## config.mk

```make
export PLATFORM = sky130hd
export DESIGN_NAME = des_sbox_pipe
export DESIGN_NICKNAME = d
export VERILOG_FILES = /design/src/rtl/des_sbox_pipe.sv
export SDC_FILE = /design/constraint.sdc
export NUM_CORES = 1
export LEC_CHECK = 0
export BUFFER_PORTS_ARGS = -buffer_cell sky130_fd_sc_hd__buf_4
export CAP_MARGIN = 20
export CORE_UTILIZATION = 50
export CTS_BUF_LIST = sky130_fd_sc_hd__clkbuf_4 sky130_fd_sc_hd__clkbuf_8
export CTS_CLUSTER_DIAMETER = 80
export DETAILED_ROUTE_END_ITERATION = 6
export PLACE_DENSITY = 0.7
export SETUP_SLACK_MARGIN = 0.15
export SLEW_MARGIN = 20
export SYNTH_ARGS = -nofsm -noshare
export SYNTH_HDL_FRONTEND = slang
export SYNTH_SLANG_ARGS = --single-unit
```

## constraint.sdc

```tcl
create_clock -name clk -period 2.23 [get_ports clk]
set_input_delay 0.223 -clock clk [delete_from_list [all_inputs] [get_ports clk]]
set_output_delay 0.223 -clock clk [all_outputs]
set_load 0.05 [all_outputs]
```

## src/rtl/des_sbox_pipe.sv

```systemverilog
// Pipelined bank of DES S-boxes (S1..S8) with valid/ready handshake and synchronous flush.
// Optional per-nibble parity output enabled by defining DES_SBOX_PARITY_EN.
module des_sbox_pipe #(
    parameter int NUM_BOXES  = 8,
    parameter int PIPE_DEPTH = 2
) (
    input  logic                   clk,
    input  logic                   rst_n,
    input  logic                   flush,
    input  logic                   in_valid,
    output logic                   in_ready,
    input  logic [6*NUM_BOXES-1:0] in_data,
    output logic                   out_valid,
    input  logic                   out_ready,
    output logic [4*NUM_BOXES-1:0] out_data,
`ifdef DES_SBOX_PARITY_EN
    output logic [NUM_BOXES-1:0]   out_par,
`endif
    output logic                   busy
);

    if (NUM_BOXES < 1 || NUM_BOXES > 8) begin : g_bad_num_boxes
        $error("des_sbox_pipe: NUM_BOXES must be in 1..8");
    end
    if (PIPE_DEPTH < 1 || PIPE_DEPTH > 4) begin : g_bad_pipe_depth
        $error("des_sbox_pipe: PIPE_DEPTH must be in 1..4");
    end

    localparam int DW = 4 * NUM_BOXES;
`ifdef DES_SBOX_PARITY_EN
    localparam int SW = DW + NUM_BOXES;
`else
    localparam int SW = DW;
`endif

    // One entry per box: 64 nibbles, row-major (row*16 + col), entry 0 at the MSBs.
    localparam logic [255:0] SBOX_TAB [8] = '{
        256'hE4D12FB83A6C5907_0F74E2D1A6CB9538_41E8D62BFC973A50_FC8249175B3EA06D,
        256'hF18E6B34972DC05A_3D47F28EC01A69B5_0E7BA4D158C6932F_D8A13F42B67C05E9,
        256'hA09E63F51DC7B428_D70934A6285ECBF1_D6498F30B12C5AE7_1AD069874FE3B52C,
        256'h7DE3069A1285BC4F_D8B56F03472C1AE9_A690CB7DF13E5284_3F06A1D8945BC72E,
        256'h2C417AB6853FD0E9_EB2C47D150FA3986_421BAD78F9C5630E_B8C71E2D6F09A453,
        256'hC1AF92680D34E75B_AF427C9561DE0B38_9EF528C3704A1DB6_432C95FABE17608D,
        256'h4B2EF08D3C975A61_D0B7491AE35C2F86_14BDC37EAF680592_6BD814A7950FE23C,
        256'hD2846FB1A93E50C7_1FD8A374C56B0E92_7B419CE206ADF358_21E74A8DFC90356B
    };

    function automatic logic [3:0] sbox_lookup(input int box, input logic [5:0] grp);
        logic [255:0] tab;
        logic [5:0]   idx;
        tab = SBOX_TAB[box];
        idx = {grp[5], grp[0], grp[4:1]};
        return tab[255 - 4*int'(idx) -: 4];
    endfunction

    logic [DW-1:0] lut_nib;
    logic [SW-1:0] lut_word;

    always_comb begin
        lut_nib = '0;
        for (int k = 0; k < NUM_BOXES; k++) begin
            lut_nib[DW-1-4*k -: 4] = sbox_lookup(k, in_data[6*NUM_BOXES-1-6*k -: 6]);
        end
    end

`ifdef DES_SBOX_PARITY_EN
    logic [NUM_BOXES-1:0] lut_par;

    always_comb begin
        lut_par = '0;
        for (int k = 0; k < NUM_BOXES; k++) begin
            lut_par[k] = ^lut_nib[4*k +: 4];
        end
    end

    assign lut_word = {lut_nib, lut_par};
`else
    assign lut_word = lut_nib;
`endif

    logic [PIPE_DEPTH-1:0] stg_valid;
    logic [SW-1:0]         stg_data [PIPE_DEPTH];
    logic [PIPE_DEPTH-1:0] ld;
    logic [PIPE_DEPTH:0]   src_valid;
    logic [SW-1:0]         src_data [PIPE_DEPTH+1];

    // A stage may load when empty or when its occupant moves on this cycle; this lets bubbles collapse.
    always_comb begin
        logic can_move;
        ld       = '0;
        can_move = !stg_valid[PIPE_DEPTH-1] || out_ready;
        ld[PIPE_DEPTH-1] = can_move;
        for (int i = PIPE_DEPTH-2; i >= 0; i--) begin
            can_move = !stg_valid[i] || can_move;
            ld[i]    = can_move;
        end
    end

    always_comb begin
        src_valid   = {stg_valid, in_valid};
        src_data[0] = lut_word;
        for (int i = 0; i < PIPE_DEPTH; i++) begin
            src_data[i+1] = stg_data[i];
        end
    end

    always_ff @(posedge clk or negedge rst_n) begin
        if (!rst_n) begin
            stg_valid <= '0;
            for (int i = 0; i < PIPE_DEPTH; i++) begin
                stg_data[i] <= '0;
            end
        end else if (flush) begin
            stg_valid <= '0;
        end else begin
            for (int i = 0; i < PIPE_DEPTH; i++) begin
                if (ld[i]) begin
                    stg_valid[i] <= src_valid[i];
                    if (src_valid[i]) begin
                        stg_data[i] <= src_data[i];
                    end
                end
            end
        end
    end

    assign in_ready  = ld[0];
    assign out_valid = stg_valid[PIPE_DEPTH-1];
    assign out_data  = stg_data[PIPE_DEPTH-1][SW-1 -: DW];
    assign busy      = |stg_valid;
`ifdef DES_SBOX_PARITY_EN
    assign out_par   = stg_data[PIPE_DEPTH-1][NUM_BOXES-1:0];
`endif

endmodule

```

==> impl_metrics.json <==
{
  "synth_warnings": 0,
  "clkSlewWorstSetupHoldPaths_ps": 70,
  "cts_setup_buffers": 0,
  "setup-violations-final": 0,
  "path_cells": "and3b_1 -> inv_2 -> nand3b_1 -> buf_4 -> a221oi_1 -> a21oi_1",
  "dieArea_um2": 15500,
  "cts_tree": "done",
  "met3_length_um": 740,
  "antenna_cells": 0,
  "grt_pass1_wl_um": 28800,
  "finalNetCount": 993,
  "synth_simple_gate_area_share_pct": 14.4,
  "power.density_nw_per_um2": 646,
  "numCtsBuffers": 9,
  "r2r_cells": 6,
  "vias_per_cell": 5.98,
  "clock_sinks": 66,
  "wl_met1_um": 7770,
  "cpPeakStageDelay_ps": 390,
  "drive_above_1_share_pct": 21.9,
  "fin_skew_ps": 4.33,
  "finalCriticalPeriod_ps": 1810,
  "syn_avg_cell_area_um2": 8.58,
  "run_status": "finished with violations",
  "path_max_fanout": 14,
  "failed_checks": "hold timing",
  "p_leak_uw": 0.00357,
  "first_pass_iters": 5,
  "min_path_type": "in -> async",
  "wl_um": 16900,
  "synthArstFlopShare_pct": 100,
  "regToRegSetupSlack_ps": 420,
  "synth_top_cell_by_area": "dfrtp_1",
  "vias": 6379,
  "cts_resized": 0,
  "synthMuxAreaShare_pct": 17.2,
  "grt_pass1_vias": 5829,
  "startpoint": "stg_valid[0]$_DFFE_PN0P_",
  "reg2reg_to": "src_data[34]$_DFFE_PN0P_",
  "final.setup.tns_ps": 0,
  "fmax_mhz": 551,
  "gp_congestion": 0.877,
  "synth_edf_count": 0,
  "syn-cell-area_um2": 7480,
  "port_buffers": 87,
  "drt-initial-drc-count": 530,
  "synth_ff_type": "dfrtp_1",
  "cts_root_buffer": "clkbuf_8",
  "hold_viol": 48,
  "dr_wl_met2_um": 8230,
  "grt_max_degree": 67,
  "ys_ff_latch": 66,
  "grt_remaining_overflow": 0,
  "top_layer": "met4",
  "synth.distinct_cells": 70,
  "dp_hpwl_um": 11800,
  "ir_drop_v": 0.000369,
  "period_share_pct": 81.3,
  "antenna_left": 0,
  "timing.rr.start": "stg_valid[0]$_DFFE_PN0P_",
  "synth_compound_area_share_pct": 22.7,
  "syn-num-nets": 988,
  "core_area_um2": 14600,
  "cp_slowest_cell": "dfrtp_1",
  "syn-instance-count": 872,
  "worstPathArrival_ps": 2050,
  "max_cap_viol_count": 0,
  "clk_path_buf_depth": 2,
  "area_growth_pct": 9.47,
  "drc": 0,
  "rows": 44,
  "die_w_um": 124,
  "die_h_um": 124,
  "grt.total_usage_pct": 22.1,
  "htree_levels": 3,
  "required_ps": 2470,
  "insertion_delay_ps": 350,
  "path_class": "reg -> reg",
  "synth_top_family_by_area": "compound AO/OA/AOI/OAI gates",
  "synthTopCellsByArea": "dfrtp_1, ha_1, mux4_2",
  "netlist.area_leader.share_pct": 22.1,
  "critical_path.endpoint_type": "flop",
  "wire_per_inst_um": 15.9,
  "synth_common_cells": "dfrtp_1, ha_1, nor2_1",
  "nFillCells": 1378,
  "worst_slew_pin_slew_ps": 839,
  "antenna_found_initial": 0,
  "critPathLaunchType": "flop",
  "maxSlewHeadroom_pct": 44.1,
  "timing.hold.ws_ps": -27.2,
  "io_pins": 88,
  "start_util_pct": 51.3,
  "drv_slew": 0,
  "yosysMostFrequentCell": "dfrtp_1",
  "synth-xor-area-share_pct": 3.05,
  "postCtsHoldBufs": 0,
  "rsz0062_at_grt": "false",
  "yosysSeqAreaShare_pct": 22.1,
  "synthAdderAreaFrac_pct": 10.5
}
-- power breakdown --
group,internal (uW),switching (uW),total [uW]
clock,719,490,1210
combinational,930,1480,2410
sequential,1500,179,1680
total,3150,2140,5290
-- flip-flops by register name, indices dropped and copies added (netlist names) --
register and count:
out_data 32, src_data 32, stg_valid 2
-- per-stage QoR --
step           power [uW]  setup WS (ps)  instance area, um2  cells  util, %
2_1_floorplan        3670            151                7480    872        -
3_3_place_gp         4070            167                7950   1050     54.5
3_5_place_dp         4110            113                7950   1050     54.5
4_1_cts              5330            416                8190   1066     56.1
5_1_grt              5590            299                8190   1066     56.1
6_report             5290            416                8190   1066     56.1
-- metal layers --
| metal | vias up | GRT usage [%] |
|---|---|---|
| li1 | 3137 | - |
| met1 | 3057 | 31.4 |
| met2 | 167 | 35.8 |
| met3 | 18 | 1.89 |
| met4 | 0 | 6.02 |
| met5 | - | 0 |
-- critical path, delay by kind of cell (launching register included) --
family          cells  cell delay [ps]
compound gates      2              340
buf+inv             2              410
flops               1              390
simple gates        2              550
-- layout make-up --
type / instances / area (um2) / share of cell area [%]
tap: 184 / 230 / 2.81
clock inverter: 4 / 72.6 / 0.886
timing repair buffer: 105 / 813 / 9.93
sequential: 66 / 1650 / 20.2
inverter: 47 / 176 / 2.15
clock buffer: 12 / 165 / 2.02
multi-input combinational: 648 / 5080 / 62.0
-- cells in the final DEF, fill, tap and decap left out, types with 14 or more instances in the layout --
master	synthesis	routed
buf_4	32	103
dfrtp_1	66	66
ha_1	63	63
nor2_1	58	58
nand2_1	57	57
o21ai_0	53	53
a21oi_1	47	47
inv_1	42	41
mux2_2	40	40
mux2i_1	27	27
a211oi_1	23	23
mux4_2	22	22
nand2b_1	20	20
nor2b_1	19	19
a31oi_1	15	15
xnor2_1	14	14
-- worst max-delay path by stage --
stage                                     endpoint  slack, ps  cells past startpoint
after detailed placement  src_data[47]$_DFFE_PN0P_        110                      6
after global routing      src_data[43]$_DFFE_PN0P_        300                      5
after CTS                 src_data[34]$_DFFE_PN0P_        420                      6
after floorplan           src_data[34]$_DFFE_PN0P_        150                      8
final                     src_data[34]$_DFFE_PN0P_        420                      6
after global placement    src_data[47]$_DFFE_PN0P_        170                      6
-- kinds of logic (layout without fill, tap and decap cells) --
kind of cell / count (synthesis) / count (layout)
compound gates: 250 / 250
xor+xnor: 26 / 26
fa+ha+maj: 63 / 63
buf+inv: 158 / 168
flops: 66 / 66
mux: 92 / 92
simple gates: 217 / 217
Note: power is estimated with default switching activity, not from simulation.
